==> src/rtl/cpu_pkg.sv <==
// Shared CPU definitions: fetch FSM states, reset PC and opcodes
// common to the fetch unit and the control decoder.
package cpu_pkg;

  typedef enum logic [2:0] {
    S_FETCH,
    S_WAIT,
    S_ISSUE,
    S_HALTED,
    S_FAULT
  } fetch_state_t;

  localparam logic [31:0] RESET_PC_DEF = 32'h0000_0000;

  localparam logic [5:0] OP_J    = 6'b111000;
  localparam logic [5:0] OP_HALT = 6'b111111;
  localparam logic [5:0] OP_BEQ  = 6'b110000;
  localparam logic [5:0] OP_BNE  = 6'b110001;
  localparam logic [5:0] OP_BLTZ = 6'b110010;

  function automatic logic [31:0] br_offset(
    input logic [15:0] imm
  );
    return {{14{imm[15]}}, imm, 2'b00};
  endfunction

endpackage

==> src/rtl/pc_next_sel.sv <==
// Combinational next-PC selection: halt, jump, taken branch,
// sequential, in that priority.
module pc_next_sel
  import cpu_pkg::*;
(
  input  logic [31:0] pc,
  input  logic [25:0] target,
  input  logic        branch_eq,
  input  logic        branch_ne,
  input  logic        branch_ltz,
  input  logic        jump,
  input  logic        halt,
  input  logic        alu_zero,
  input  logic        rs_neg,
  output logic [31:0] pc_plus4,
  output logic [31:0] next_pc
);

  logic taken;

  always_comb begin
    pc_plus4 = pc + 32'd4;
    taken = (branch_eq & alu_zero)
          | (branch_ne & ~alu_zero)
          | (branch_ltz & rs_neg);
    next_pc = pc_plus4;
    if (halt) begin
      next_pc = pc;
    end else if (jump) begin
      next_pc = {pc_plus4[31:28], target, 2'b00};
    end else if (taken) begin
      next_pc = pc_plus4 + br_offset(target[15:0]);
    end
  end

endmodule

==> src/rtl/pc_fetch_unit.sv <==
// Program counter and instruction fetch FSM with imem
// request/valid handshake, one issue per fetched word.
module pc_fetch_unit
  import cpu_pkg::*;
#(
  parameter logic [31:0] RESET_PC     = RESET_PC_DEF,
  parameter int          IMEM_TIMEOUT = 16
) (
  input  logic        clk,
  input  logic        reset,
  output logic        imem_req,
  output logic [31:0] imem_addr,
  input  logic [31:0] imem_rdata,
  input  logic        imem_valid,
  output logic [31:0] instr,
  output logic        instr_valid,
  output logic [31:0] pc,
  output logic [31:0] pc_plus4,
  input  logic        branch_eq,
  input  logic        branch_ne,
  input  logic        branch_ltz,
  input  logic        jump,
  input  logic        halt,
  input  logic        alu_zero,
  input  logic        rs_neg,
  input  logic        stall,
  output logic        halted,
  output logic        fetch_fault
);

  localparam int CW = $clog2(IMEM_TIMEOUT + 1);
  localparam logic [CW-1:0] LAST = CW'(IMEM_TIMEOUT - 1);

  fetch_state_t  state;
  logic [CW-1:0] cnt;
  logic [31:0]   next_pc;

  pc_next_sel u_sel (
    .pc         (pc),
    .target     (instr[25:0]),
    .branch_eq  (branch_eq),
    .branch_ne  (branch_ne),
    .branch_ltz (branch_ltz),
    .jump       (jump),
    .halt       (halt),
    .alu_zero   (alu_zero),
    .rs_neg     (rs_neg),
    .pc_plus4   (pc_plus4),
    .next_pc    (next_pc)
  );

  // Request spans FETCH and WAIT so a 1-cycle memory answers in WAIT.
  assign imem_req    = (state == S_FETCH) || (state == S_WAIT);
  assign instr_valid = (state == S_ISSUE);
  assign imem_addr   = pc;

  always_ff @(posedge clk) begin
    if (reset) begin
      state       <= S_FETCH;
      pc          <= RESET_PC;
      instr       <= '0;
      cnt         <= '0;
      halted      <= 1'b0;
      fetch_fault <= 1'b0;
    end else begin
      unique case (state)
        S_FETCH: begin
          cnt   <= '0;
          state <= S_WAIT;
        end
        S_WAIT: begin
          if (imem_valid) begin
            instr <= imem_rdata;
            state <= S_ISSUE;
          end else if (cnt == LAST) begin
            state       <= S_FAULT;
            halted      <= 1'b1;
            fetch_fault <= 1'b1;
          end else begin
            cnt <= cnt + 1'b1;
          end
        end
        S_ISSUE: begin
          if (!stall) begin
            if (halt) begin
              state  <= S_HALTED;
              halted <= 1'b1;
            end else begin
              pc    <= next_pc;
              state <= S_FETCH;
            end
          end
        end
        S_HALTED, S_FAULT: state <= state;
        default: state <= S_FAULT;
      endcase
    end
  end

endmodule
==> config.mk <==
export PLATFORM = sky130hd
export DESIGN_NAME = pc_fetch_unit
export DESIGN_NICKNAME = d
export VERILOG_FILES = /design/src/rtl/cpu_pkg.sv /design/src/rtl/pc_next_sel.sv /design/src/rtl/pc_fetch_unit.sv
export SDC_FILE = /design/constraint.sdc
export NUM_CORES = 1
export LEC_CHECK = 0
export ABC_AREA = 1
export CAP_MARGIN = 20
export CORE_MARGIN = 4
export CORE_UTILIZATION = 35
export CTS_CLUSTER_SIZE = 16
export DETAILED_ROUTE_END_ITERATION = 12
export HOLD_SLACK_MARGIN = 0.15
export PLACE_DENSITY = 0.65
export SKIP_LAST_GASP = 1
export SLEW_MARGIN = 5
export SYNTH_ARGS = -nofsm -noshare
export SYNTH_HDL_FRONTEND = slang
export SYNTH_SLANG_ARGS = --single-unit
==> constraint.sdc <==
create_clock -name clk -period 3.1 [get_ports clk]
set_clock_uncertainty 0.05 [all_clocks]
set_input_delay 0.62 -clock clk [delete_from_list [all_inputs] [get_ports clk]]
set_output_delay 0.62 -clock clk [all_outputs]
set_load 0.005 [all_outputs]
==> metrics <==
cell family with most CP delay=simple AND/OR/NAND/NOR gates; Post-Synthesis Cell Area=roughly 6500 um^2; global-route wire length before repair=between 30000 and 40000 um; vias in the first global route=7305; Worst Path Arrival=around 3200 ps; cells on worst reg2reg path=19; pre-CTS setup slack=-336 ps; io pins=roughly 180; initial antenna violation count=0; pin count of the biggest net entering global routing=49; area leader, netlist=dfxtp_1; Total Routing Usage GR=0.238; via count=roughly 7700; worst IR drop on VDD=0.000300 V; #FFs+latches synth=72; CTS Root Cell=clkbuf_16; setup slack after layout=roughly 69 ps; Syn. warnings=0; reg2reg setup slack=70 ps; HP Class=flop to flop; number of diodes=0; critical path depth=19; clk buf depth=2; Avg Cell Area, Syn=5.97 um^2; Layout Nets=1392; die height=~140 um; CP Cell Sequence=ha_1, nand2_1, nor2_4, inv_2, nor2_4, xor2_1, ha_1, nand2_1, inv_1, a21oi_1, nand2_2, nand2_1, nand2_1, nand3_1, nand2_1, nand2_1, nand3_1, nand2_1, a21oi_1; Die X-Extent=144 um; Finished Cell Area=9670 um^2; number of synthesized flops with an enable pin=0; DR pass1 iterations=7; Reg2Reg Launch Point=imem_addr[3]; final cell count without fillers=1544; row count=49; CP Capture Type=flop; leakage=4.49 nW; sequential element share of the synthesized area=0.223; Pins Over Slew Limit=0; Inst Count DP=1513; starting density of the core=0.358; CTS tree=yes; WP data required=~3300 ps; worst rel slew slack=0.624; crit path launch=imem_addr[3]; Synth cell types=45; die area=20700 um^2; Antenna Nets Post-Route=0; Synth top area share=0.223; Critical Path Source Type=flop; Post-DP HPWL=19800 um; layout cells sized above 1=0.189; vias per cell=approximately 5.0; post-layout min period=3030 ps; CP max FO=4; routed wire length=about 25000 um; Power Density=424 nW/um^2; worst setup path endpoint=imem_addr[22]; crit path max-delay cell type=dfxtp_2; async set or reset register ratio after synthesis=0; Cells after Synth=roughly 1100; clock slew at reported path FFs=around 60 ps; Tightest Pin Transition=563 ps; clk_lat worst skew=around 340 ps; f_max=0.330 GHz; final hold violations=0; routability cong.=1.00; grt ovf=0; final period utilization=0.978; H-tree depth=3; setup TNS=0 ps; Sink Count=72; final setup fails=0; drt wl/cell=~16 um; Port Buf Inserts=around 170; Fillers=1778; Main synth FF type=dfxtp_1; Placement Cell Area=8720 um^2; drt initial violations=between 500 and 600; CP max stage delay=350 ps; Crit path top cell by count=nand2_1; Area contributors post-synth=dfxtp_1 (22%), nand2_1 (17%), inv_1 (9.6%), ha_1 (7.3%), a21oi_1 (7.0%); WP buf/inv=2; Reg-to-Reg End=imem_addr[22]; area of the core=18100 um^2; run status=finished clean; MaxCap Viol Count=0; Num CTS Buffers=9; critical path class=flop to flop; RSZ-0062 raised after global routing=yes; worst hold margin=about 420 ps; Residual DRC=0; synth-to-layout area growth=49.3%
-- routing by layer --
layer | part of all wire | GRT usage | vias to the layer above
met5 | 0 | 0 | -
met4 | 0.029 | 0.0743 | 0
met3 | 0.077 | 0.0403 | 52
met2 | 0.44 | 0.374 | 309
met1 | 0.45 | 0.333 | 3488
li1 | - | - | 3862
-- flip-flops by register name, summed over array words and instances (netlist names) --
signal       count
instr           32
fetch_fault      1
imem_addr       30
state            3
cnt              5
halted           1
-- what timing repair did --
| item | 4_1_cts | 5_1_grt |
|---|---|---|
| hold buffers | 0 | 0 |
| buffers inserted | 4 | 11 |
| pin swaps | 3 | 20 |
| gates resized for setup | 14 | 122 |
| setup endpoints to repair | 20 | 35 |
-- report_power, final --
part	switching, mW	leakage, nW	internal (mW)
Sequential	0.152	0.594	1.08
Clock	0.419	0.157	0.730
Combinational	0.887	3.74	0.835
Total	1.46	4.49	2.65
-- cell families after synthesis --
kind of cell	Yosys count	share of synthesized area
AND/OR/NAND/NOR	530	0.346
buffers and inverters	228	0.160
AO/OA/AOI/OAI	191	0.162
flip-flops	72	0.223
adder cells (fa/ha/maj)	39	0.0765
XOR/XNOR	24	0.0325
other	1	0.000579
-- synth_stat cells, drive strengths merged, types with 2 or more instances --
| master | count |
|---|---|
| nand2 | 307 |
| inv | 166 |
| nor2 | 134 |
| a21oi | 91 |
| dfxtp | 72 |
| o21ai | 66 |
| nand3 | 63 |
| buf | 47 |
| ha | 38 |
| xor2 | 19 |
| clkbuf | 13 |
| nor3 | 12 |
| nand4 | 10 |
| o221ai | 9 |
| o211ai | 6 |
| a31oi | 5 |
| xnor2 | 5 |
| o21bai | 4 |
| a21o | 3 |
| a211oi | 2 |
| and2 | 2 |
| or2 | 2 |
-- worst min-delay path by stage --
stage                 from          end  cells after the start
4_1_cts             halted       halted                      2
5_1_grt        fetch_fault  fetch_fault                      1
3_5_place_dp        halted       halted                      2
6_report            halted       halted                      2
3_3_place_gp   fetch_fault  fetch_fault                      1
2_1_floorplan       cnt[1]       cnt[1]                      2
-- area by class of cell --
class	instances	area, um^2	area share
repair buffers	270	2470	0.256
clock inverters	4	77.6	0.00802
inverters	167	631	0.0652
well taps	229	287	0.0296
flip-flops and latches	72	1470	0.152
multi-input cells	790	4490	0.464
clock buffers	12	246	0.0255
-- per-stage QoR --
stage | power (mW) | utilization
after floorplan | 2.02 | -
after global placement | 2.83 | 0.482
after detailed placement | 2.84 | 0.482
after CTS | 4.01 | 0.504
after global routing | 4.37 | 0.535
final | 4.10 | 0.535
-- worst min-delay path: stages, from the launching register on --
cell and delay (ps):
dfxtp_1 320, o31ai_1 70, inv_1 40
-- placed cells by master (no fill, tap or decap), types with 7 or more instances in the layout --
| cell | n |
|---|---|
| a21oi_1 | 84 |
| a21oi_2 | 7 |
| buf_4 | 99 |
| clkbuf_16 | 9 |
| clkdlybuf4s50_1 | 166 |
| dfxtp_1 | 56 |
| dfxtp_2 | 13 |
| ha_1 | 28 |
| ha_4 | 10 |
| inv_1 | 152 |
| inv_2 | 13 |
| nand2_1 | 280 |
| nand2_2 | 23 |
| nand3_1 | 59 |
| nand4_1 | 10 |
| nor2_1 | 101 |
| nor2_2 | 14 |
| nor2_4 | 18 |
| nor3_2 | 7 |
| o21ai_0 | 60 |
| o221ai_1 | 9 |
| xor2_1 | 12 |
| xor2_2 | 7 |
Power figures use the tool's default switching activity.
